`config.mk`:
```
export PLATFORM = sky130hd
export DESIGN_NAME = io_timer
export DESIGN_NICKNAME = d
export VERILOG_FILES = /design/src/rtl/io_timer_pkg.sv /design/src/rtl/gpio_sync_edge.sv /design/src/rtl/io_timer.sv
export SDC_FILE = /design/constraint.sdc
export NUM_CORES = 1
export LEC_CHECK = 0
export ABC_AREA = 1
export ABC_CLOCK_PERIOD_IN_PS = 6100
export CAP_MARGIN = 20
export CORE_ASPECT_RATIO = 0.7
export CORE_UTILIZATION = 58
export CTS_CLUSTER_DIAMETER = 60
export DETAILED_ROUTE_END_ITERATION = 10
export PLACE_DENSITY_LB_ADDON = 0.1
export RECOVER_POWER = 50
export SLEW_MARGIN = 20
export SYNTH_ARGS = -nofsm -noshare
export SYNTH_HDL_FRONTEND = slang
export SYNTH_SLANG_ARGS = --single-unit
```
`constraint.sdc`:
```
create_clock -name clk -period 6.1 [get_ports clk]
set_input_delay 1.525 -clock clk [delete_from_list [all_inputs] [get_ports clk]]
set_output_delay 1.525 -clock clk [all_outputs]
set_load 0.02 [all_outputs]
```
`src/rtl/io_timer_pkg.sv`:
```
// io_timer_pkg: register addresses and pending-word layout for the
// system-timer / GPIO block on the RISC5 I/O page.
package io_timer_pkg;

   localparam logic [3:0] A_TICK   = 4'd0;
   localparam logic [3:0] A_PEND   = 4'd1;
   localparam logic [3:0] A_IEN    = 4'd2;
   localparam logic [3:0] A_GPIN   = 4'd3;
   localparam logic [3:0] A_GPOUT  = 4'd4;
   localparam logic [3:0] A_GPOE   = 4'd5;
   localparam logic [3:0] A_GPRISE = 4'd6;
   localparam logic [3:0] A_CMP0   = 4'd8;

   // GPIO-edge pending bits start here in the PEND and IEN words
   localparam int GPIO_BASE = 16;

endpackage

```
`src/rtl/gpio_sync_edge.sv`:
```
// gpio_sync_edge: brings asynchronous pad inputs into the clk domain with a
// two-flop synchroniser and flags a rising edge on the synchronised value.
module gpio_sync_edge #(
   parameter int GPW = 8
) (
   input  logic           clk,
   input  logic           rst,
   input  logic [GPW-1:0] pin,
   output logic [GPW-1:0] sync,
   output logic [GPW-1:0] rise
);

   logic [GPW-1:0] s1;
   logic [GPW-1:0] s2;
   logic [GPW-1:0] s3;

   // s1/s2 resolve metastability; s3 holds the previous synchronised value
   always_ff @(posedge clk) begin
      if (rst) begin
         s1 <= '0;
         s2 <= '0;
         s3 <= '0;
      end else begin
         s1 <= pin;
         s2 <= s1;
         s3 <= s2;
      end
   end

   assign sync = s2;
   assign rise = s2 & ~s3;

endmodule

```
`src/rtl/io_timer.sv`:
```
// io_timer: millisecond prescaler, tick counter with NCH compare channels,
// GPIO output/enable registers, GPIO rising-edge capture and a maskable,
// level-sensitive irq, all decoded as word registers on the I/O page.
module io_timer
   import io_timer_pkg::*;
#(
   parameter int DIV = 25000,
   parameter int CW  = 32,
   parameter int NCH = 2,
   parameter int GPW = 8
) (
   input  logic           clk,
   input  logic           rst,
   input  logic           sel,
   input  logic           wr,
   input  logic [3:0]     iowadr,
   input  logic [31:0]    wdata,
   output logic [31:0]    rdata,
   output logic           irq,
   input  logic [GPW-1:0] gpin,
   output logic [GPW-1:0] gpout,
   output logic [GPW-1:0] gpoe
);

   localparam int PW = $clog2(DIV);
   localparam logic [PW-1:0] PRE_MAX = PW'(DIV - 1);

   if (NCH < 1 || NCH > 4) begin : g_bad_nch
      $error("io_timer: NCH must be in 1..4");
   end
   if (GPW < 1 || GPW > 16) begin : g_bad_gpw
      $error("io_timer: GPW must be in 1..16");
   end
   if (DIV < 2) begin : g_bad_div
      $error("io_timer: DIV must be at least 2");
   end
   if (CW < 8 || CW > 32) begin : g_bad_cw
      $error("io_timer: CW must be in 8..32");
   end

   logic [PW-1:0]  pre;
   logic [CW-1:0]  cnt;
   logic [CW-1:0]  cnt_inc;
   logic [CW-1:0]  cmp [NCH];
   logic [NCH-1:0] pend_cmp;
   logic [NCH-1:0] ien_cmp;
   logic [NCH-1:0] clr_cmp;
   logic [NCH-1:0] cmp_hit;
   logic [GPW-1:0] pend_gp;
   logic [GPW-1:0] ien_gp;
   logic [GPW-1:0] clr_gp;
   logic [GPW-1:0] gprise;
   logic [GPW-1:0] gp_sync;
   logic [GPW-1:0] gp_rise;
   logic [GPW-1:0] gp_event;
   logic           we;
   logic           tick;
   logic           tick_wr;

   // Pack compare bits at the bottom and GPIO bits at GPIO_BASE
   function automatic logic [31:0] pend_layout(input logic [NCH-1:0] c,
                                               input logic [GPW-1:0] g);
      pend_layout = '0;
      pend_layout[NCH-1:0] = c;
      pend_layout[GPIO_BASE +: GPW] = g;
   endfunction

   gpio_sync_edge #(.GPW(GPW)) u_sync (
      .clk  (clk),
      .rst  (rst),
      .pin  (gpin),
      .sync (gp_sync),
      .rise (gp_rise)
   );

   assign we       = sel & wr;
   assign tick_wr  = we && (iowadr == A_TICK);
   assign tick     = (pre == PRE_MAX);
   assign cnt_inc  = cnt + 1'b1;
   assign gp_event = gp_rise & gprise;
   assign clr_cmp  = (we && (iowadr == A_PEND)) ? wdata[NCH-1:0] : '0;
   assign clr_gp   = (we && (iowadr == A_PEND)) ? wdata[GPIO_BASE +: GPW] : '0;

   // A compare matches on a tick the counter is about to reach, unless a TICK write overrides that tick
   always_comb begin
      cmp_hit = '0;
      for (int k = 0; k < NCH; k++) begin
         cmp_hit[k] = tick && !tick_wr && (cnt_inc == cmp[k]);
      end
   end

   // Prescaler and tick counter; a TICK write reloads the count and restarts the prescaler
   always_ff @(posedge clk) begin
      if (rst) begin
         pre <= '0;
         cnt <= '0;
      end else if (tick_wr) begin
         pre <= '0;
         cnt <= wdata[CW-1:0];
      end else if (tick) begin
         pre <= '0;
         cnt <= cnt_inc;
      end else begin
         pre <= pre + 1'b1;
      end
   end

   // Plain read/write configuration registers
   always_ff @(posedge clk) begin
      if (rst) begin
         ien_cmp <= '0;
         ien_gp  <= '0;
         gpout   <= '0;
         gpoe    <= '0;
         gprise  <= '0;
         for (int k = 0; k < NCH; k++) begin
            cmp[k] <= '0;
         end
      end else if (we) begin
         case (iowadr)
            A_IEN: begin
               ien_cmp <= wdata[NCH-1:0];
               ien_gp  <= wdata[GPIO_BASE +: GPW];
            end
            A_GPOUT:  gpout  <= wdata[GPW-1:0];
            A_GPOE:   gpoe   <= wdata[GPW-1:0];
            A_GPRISE: gprise <= wdata[GPW-1:0];
            default: ;
         endcase
         for (int k = 0; k < NCH; k++) begin
            if (iowadr == 4'(A_CMP0 + k)) begin
               cmp[k] <= wdata[CW-1:0];
            end
         end
      end
   end

   // Sticky pending bits with write-1-to-clear where a same-cycle set wins; irq follows one cycle behind
   always_ff @(posedge clk) begin
      if (rst) begin
         pend_cmp <= '0;
         pend_gp  <= '0;
         irq      <= 1'b0;
      end else begin
         pend_cmp <= (pend_cmp & ~clr_cmp) | cmp_hit;
         pend_gp  <= (pend_gp & ~clr_gp) | gp_event;
         irq      <= (|(pend_cmp & ien_cmp)) || (|(pend_gp & ien_gp));
      end
   end

   // Combinational read mux; unmapped addresses return zero
   always_comb begin
      rdata = '0;
      case (iowadr)
         A_TICK:   rdata[CW-1:0]  = cnt;
         A_PEND:   rdata          = pend_layout(pend_cmp, pend_gp);
         A_IEN:    rdata          = pend_layout(ien_cmp, ien_gp);
         A_GPIN:   rdata[GPW-1:0] = gp_sync;
         A_GPOUT:  rdata[GPW-1:0] = gpout;
         A_GPOE:   rdata[GPW-1:0] = gpoe;
         A_GPRISE: rdata[GPW-1:0] = gprise;
         default: begin
            for (int k = 0; k < NCH; k++) begin
               if (iowadr == 4'(A_CMP0 + k)) begin
                  rdata[CW-1:0] = cmp[k];
               end
            end
         end
      endcase
   end

endmodule
```
# After elaboration in Yosys (flattened, before gate mapping)
# Memories as Yosys holds them, arrays and structs flattened.
# Index checks and enable logic that the tools add are counted.
[totals]
register_bits = 116
mem_bits_rw = 64
in_bits = 48
output_inout_bits = 49
wordCells = 78
n_memories = 1
[memory_table]
columns = ["name", "depth", "width", "rd", "rd_ports_with_merged_regs", "write_ports", "line", "source"]
rows = [
  ["cmp", 2, 32, 2, 0, 2, "io_timer.sv:44", "logic [CW-1:0] cmp [NCH];"],
]
[op_classes]
addsub = 2
eq_ne = 11
n_mux = 20
bitwise_logic = 14
n_reduce_logical = 17
[op_table]
columns = ["operator", "count"]
rows = [
  ["32-bit two-way mux", 6],
  ["24-bit case mux with 4 select lines", 1],
  ["32-bit equality test", 2],
  ["8-bit case mux with 7 select lines", 1],
  ["32-bit by 1-bit adder with 32-bit output, second input constant", 1],
  ["8-bit AND", 4],
  ["8-bit NOT", 2],
  ["15-bit by 1-bit adder with 15-bit output, second input constant", 1],
  ["15-bit equality test, second input constant", 1],
  ["4-bit by 3-bit equality test with 1-bit output, second input constant", 3],
  ["1-bit two-way mux", 10],
  ["4-bit by 2-bit equality test with 1-bit output, second input constant", 2],
  ["4-bit equality test, second input constant", 2],
  ["8-bit two-way mux", 1],
  ["8-bit bitwise OR", 1],
  ["2-bit AND reduction", 4],
  ["8-bit OR reduction", 1],
  ["1-bit logical AND", 5],
  ["2-bit AND", 2],
  ["4-bit by 1-bit equality test with 1-bit output, second input constant", 1],
  ["4-bit logical NOT", 1],
  ["4-bit OR reduction", 1],
  ["3-bit OR reduction", 1],
  ["2-bit two-way mux", 1],
  ["other kinds (8)", 9],
]

# Depth between registers and ports, before layout
[logic_depth]
ltp_word = 6
mapped_depth = 15
ltp_nobuf = 15

# Hierarchy
# Synthesis repeated with hierarchy kept, for this count alone.
[unflattened]
hier_cells = 1418
hier_area_um2 = 9880.7
[by_module_without_submodules]
columns = ["mod", "instances", "cells_per_inst", "area_per_inst_um2", "seq_area_each_um2"]
rows = [
  ["io_timer", 1, 1336, 9167.5, 3763.6],
  ["gpio_sync_edge", 1, 82, 713.2, 480.5],
]

# Worst setup path before layout
# No wires, ideal clock.
[synth_timing]
path_type = "input port to flip-flop"
from = "input iowadr[0]"
to = "memory cmp[1][0] (netlist: cmp[0][32]) (enable)"
setup_ns = 0.466
arrival_ns = 4.618
required_ns = 5.634
path_slack_ns = 1.016
path_stages = 5
path_buffers = 1
cell_sequence = "inv_1 nor2_1 nand2_1 clkbuf_1 o21ai_0"
[synth_lines]
columns = ["element", "line", "source"]
rows = [
  ["from (decl)", "io_timer.sv:16", "input logic [3:0] iowadr,"],
  ["to (decl)", "io_timer.sv:44", ""],
]

# Worst setup path after layout
[layout_timing]
from = "input iowadr[3]"
to = "output rdata[22]"
[layout_via]
elab_chain_cells = 4
word_cells_on_any_way = 13
cone_classes = "8 x eq/ne; 3 x mux; 2 x reduce/logical"
[layout_rtl]
columns = ["element", "line", "source"]
rows = [
  ["4-bit equality test", "io_timer.sv:164", "if (iowadr == 4'(A_CMP0 + k)) begin"],
  ["32-bit two-way mux (2 in series)", "io_timer.sv:164", ""],
  ["24-bit case mux with 4 select lines *", "io_timer.sv:154", "case (iowadr)"],
  ["to (decl)", "io_timer.sv:18", "output logic [31:0] rdata,"],
]
# Every way passes the cells marked *; elsewhere a longest branch is shown, timed or not.

==> flow_metrics.tcl <==
set metrics [dict create \
    post_cts_buffers 0 \
    slowest_delay_ps 660 \
    first_iter_violations 1480 \
    antenna_cells 0 \
    yosysTopAreaCell "dfxtp_1" \
    yosys_warnings 0 \
    synth-edff-count 64 \
    worst_pin_slew_ps 3937 \
    power.density_nw_per_um2 229.8 \
    crit_buf_inv 4 \
    finalPower_mw 2.684 \
    cts.sinks 180 \
    dpl_cell_area_um2 11050 \
    vdd_ir_drop_max_uv 130.9 \
    drt-wirelength-per-cell_um 18.75 \
    fmax_mhz 179.9 \
    drv_slew 123 \
    crit_path_end_kind "output port" \
    core_area_um2 16440 \
    die-area_um2 17470 \
    required_ps 4580 \
    rsz0062_at_grt "no" \
    fin_area_um2 11680 \
    fin_util 0.7102 \
    fin_crit_sh 0.9110 \
    cts_resized 0 \
    async_reset_ff_frac 0 \
    dr.pass1.iters 6 \
    leakage_nw 4.795 \
    fillers 1386 \
    hpwl_mm 23.34 \
    dieHeight_um 110.9 \
    die_x_um 157.5 \
    cts_buffer_depth 2 \
    antenna_found_initial 0 \
    path_delay_family "buffers and inverters" \
    cp-start-kind "input pin" \
    ant_nets 0 \
    critPathKind "input pin to output port" \
    clock-root-buffer "clkbuf_16" \
    grt_max_degree 79 \
    crit_top_cell "inv_1" \
    synth.net_count 1447 \
    track_usage 0.3851 \
    yosysTopAreaCellShare 0.2364 \
    num_vias 10110 \
    grt_pass1_vias 9316 \
    synthTopCellsByArea "dfxtp_1 24%, edfxtp_1 20%, nand2_1 14%, nand3_1 8.5%, inv_1 8.2%" \
    rows 39 \
    relSlewSlack -1.624 \
    clk_pin_slew_ps 80 \
    io_pins 97 \
    nNetsFinal 1538 \
    ys_top_cells_by_count "359 x nand2_1, 214 x inv_1, 181 x nor2_1, 167 x nand3_1, 116 x dfxtp_1" \
    route.detailed.drc 0 \
    port_buffers 96 \
    fin_skew_ps 13.51 \
    area_growth_pct 18.89 \
    finalCriticalPeriod_ps 5557 \
    grt_pass1_wl_mm 50.36 \
    synth.ff_latch_count 180 \
    cts_hold_buf 0 \
    hold_class "flip-flop to flip-flop" \
    synth_cell_types 39 \
    clock_latency_ps 450 \
    synth-main-ff-cell "dfxtp_1" \
    synth_area_um2 9823 \
    synthMostInstantiatedCell "nand2_1" \
    via_per_inst 5.855 \
    synthCells 1397 \
    maxCapViolCount 3 \
    start_util 0.5974 \
    grt_overflow 0 \
    slowest_stage "clkdlybuf4s50_1" \
    path_cells "dlygate4sd3_1, nor2_1, inv_1, nor2_2, inv_1, o22ai_1, a21oi_1, o221ai_1, clkdlybuf4s50_1" \
    drive_above_1_share 0.04797 \
    worstPathMaxFanout 10 \
    cts_buffers 17 \
    gp_congestion 1.034 \
    wirelength_mm 32.36 \
    ctsHtreeMaxLevel 4 \
    cts_tree "yes" \
    cp.arrival_ps 4030 \
    fin_setup_tns_ps 0 \
    status "finished, violations left" \
    setup_viol 0 \
    synth_area_per_cell_um2 7.032 \
    violations "capacitance limit, slew limit" \
    seq_area_frac_synth 0.4320 \
    hold_viol 0 \
]
==> layout make-up <==
type                       instances  area [um2]  share of cell area
clock buffer                      17       425.4             0.03643
sequential                       180        4244              0.3634
timing repair buffer             112        1085             0.09289
clock inverter                    15       198.9             0.01703
inverter                         218       818.3             0.07007
tap                              225       281.5             0.02411
multi-input combinational        959        4626              0.3961
==> sequential cells by signal (all words and copies together) (netlist names) <==
signal       cells
ien_gp           8
pre             15
gpout            8
u_sync.sync      8
cmp             64
cnt             32
gprise           8
pend_cmp         2
irq              1
u_sync.s3        8
gpoe             8
u_sync.s1        8
pend_gp          8
ien_cmp          2
==> kinds of logic (layout without fill, tap and decap cells) <==
logic type               Yosys count  count (layout)  synth area share
AO/OA/AOI/OAI                    191             191            0.1215
XOR/XNOR                          13              13           0.01439
adder cells (fa/ha/maj)            2               2          0.002547
buffers and inverters            258             362           0.09922
flip-flops                       180             180            0.4320
AND/OR/NAND/NOR                  753             753            0.3303
==> layer usage <==
| layer | wire, um | vias to the layer above | track usage |
|---|---|---|---|
| met5 | 0 | - | 0 |
| met4 | 657 | 0 | 0.1094 |
| met3 | 4634 | 63 | 0.1028 |
| met2 | 13370 | 675 | 0.5572 |
| met1 | 13700 | 4591 | 0.5598 |
| li1 | - | 4777 | - |
==> where the power goes <==
part,internal (mW),switching [mW],total (mW),leakage (nW)
Clock,0.567,0.591,1.16,0.301
Combinational,0.0842,0.139,0.223,2.94
Sequential,1.28,0.0252,1.30,1.55
Total,1.93,0.755,2.68,4.80
==> metrics by stage <==
step                      cells  setup slack, ps  hold slack [ps]
final                      1726            542.6            406.4
after CTS                  1725            633.8            408.6
after floorplan            1397             1016            388.3
after global routing       1726            444.6            423.8
after global placement     1693            678.9            390.6
after detailed placement   1693            646.1            394.9
==> worst reg2reg max path: stages (launching register included) <==
cell,delay [ps]
dfxtp_1,530
ha_1,310
nand2_2,160
nor2_8,220
nand2_4,120
nor2_1,390
nand2_1,130
nand2_1,110
nand3_1,90
nand2_1,70
nor2_1,40
nand2_1,80
nor2_1,50
nand3_1,100
a21oi_1,70
==> path summary, 6_finish.rpt <==
path                start              to  slack [ps]  cells after the start
max reg2reg        cnt[0]     pend_cmp[1]        3330                     14
max             iowadr[3]       rdata[22]         540                      9
min reg2reg  u_sync.s1[3]  u_sync.sync[3]         410                      2
min          u_sync.s1[3]  u_sync.sync[3]         410                      2
==> placed cells by master (no fill, tap or decap), types with 3 or more instances in the layout <==
master             n
inv_8              3
nor2_1           179
nand3_1          167
clkbuf_16         17
clkinv_8           5
o2111ai_1          5
a221oi_1          13
edfxtp_1          64
buf_4             12
nor3b_1            7
o21ai_0           34
o221ai_1          25
nand4_1            8
dfxtp_1          116
nand2_2            5
xor2_1             9
clkdlybuf4s50_1   76
dlygate4sd3_1     19
nand3b_1           4
a21oi_1           58
clkbuf_1           3
a31oi_1           29
nand2_1          359
nor3_1             4
o22ai_1           21
nor2_2             4
nor2_4             7
inv_1            215
nor2_8             3
inv_12             3
Power figures use the tool's default switching activity.
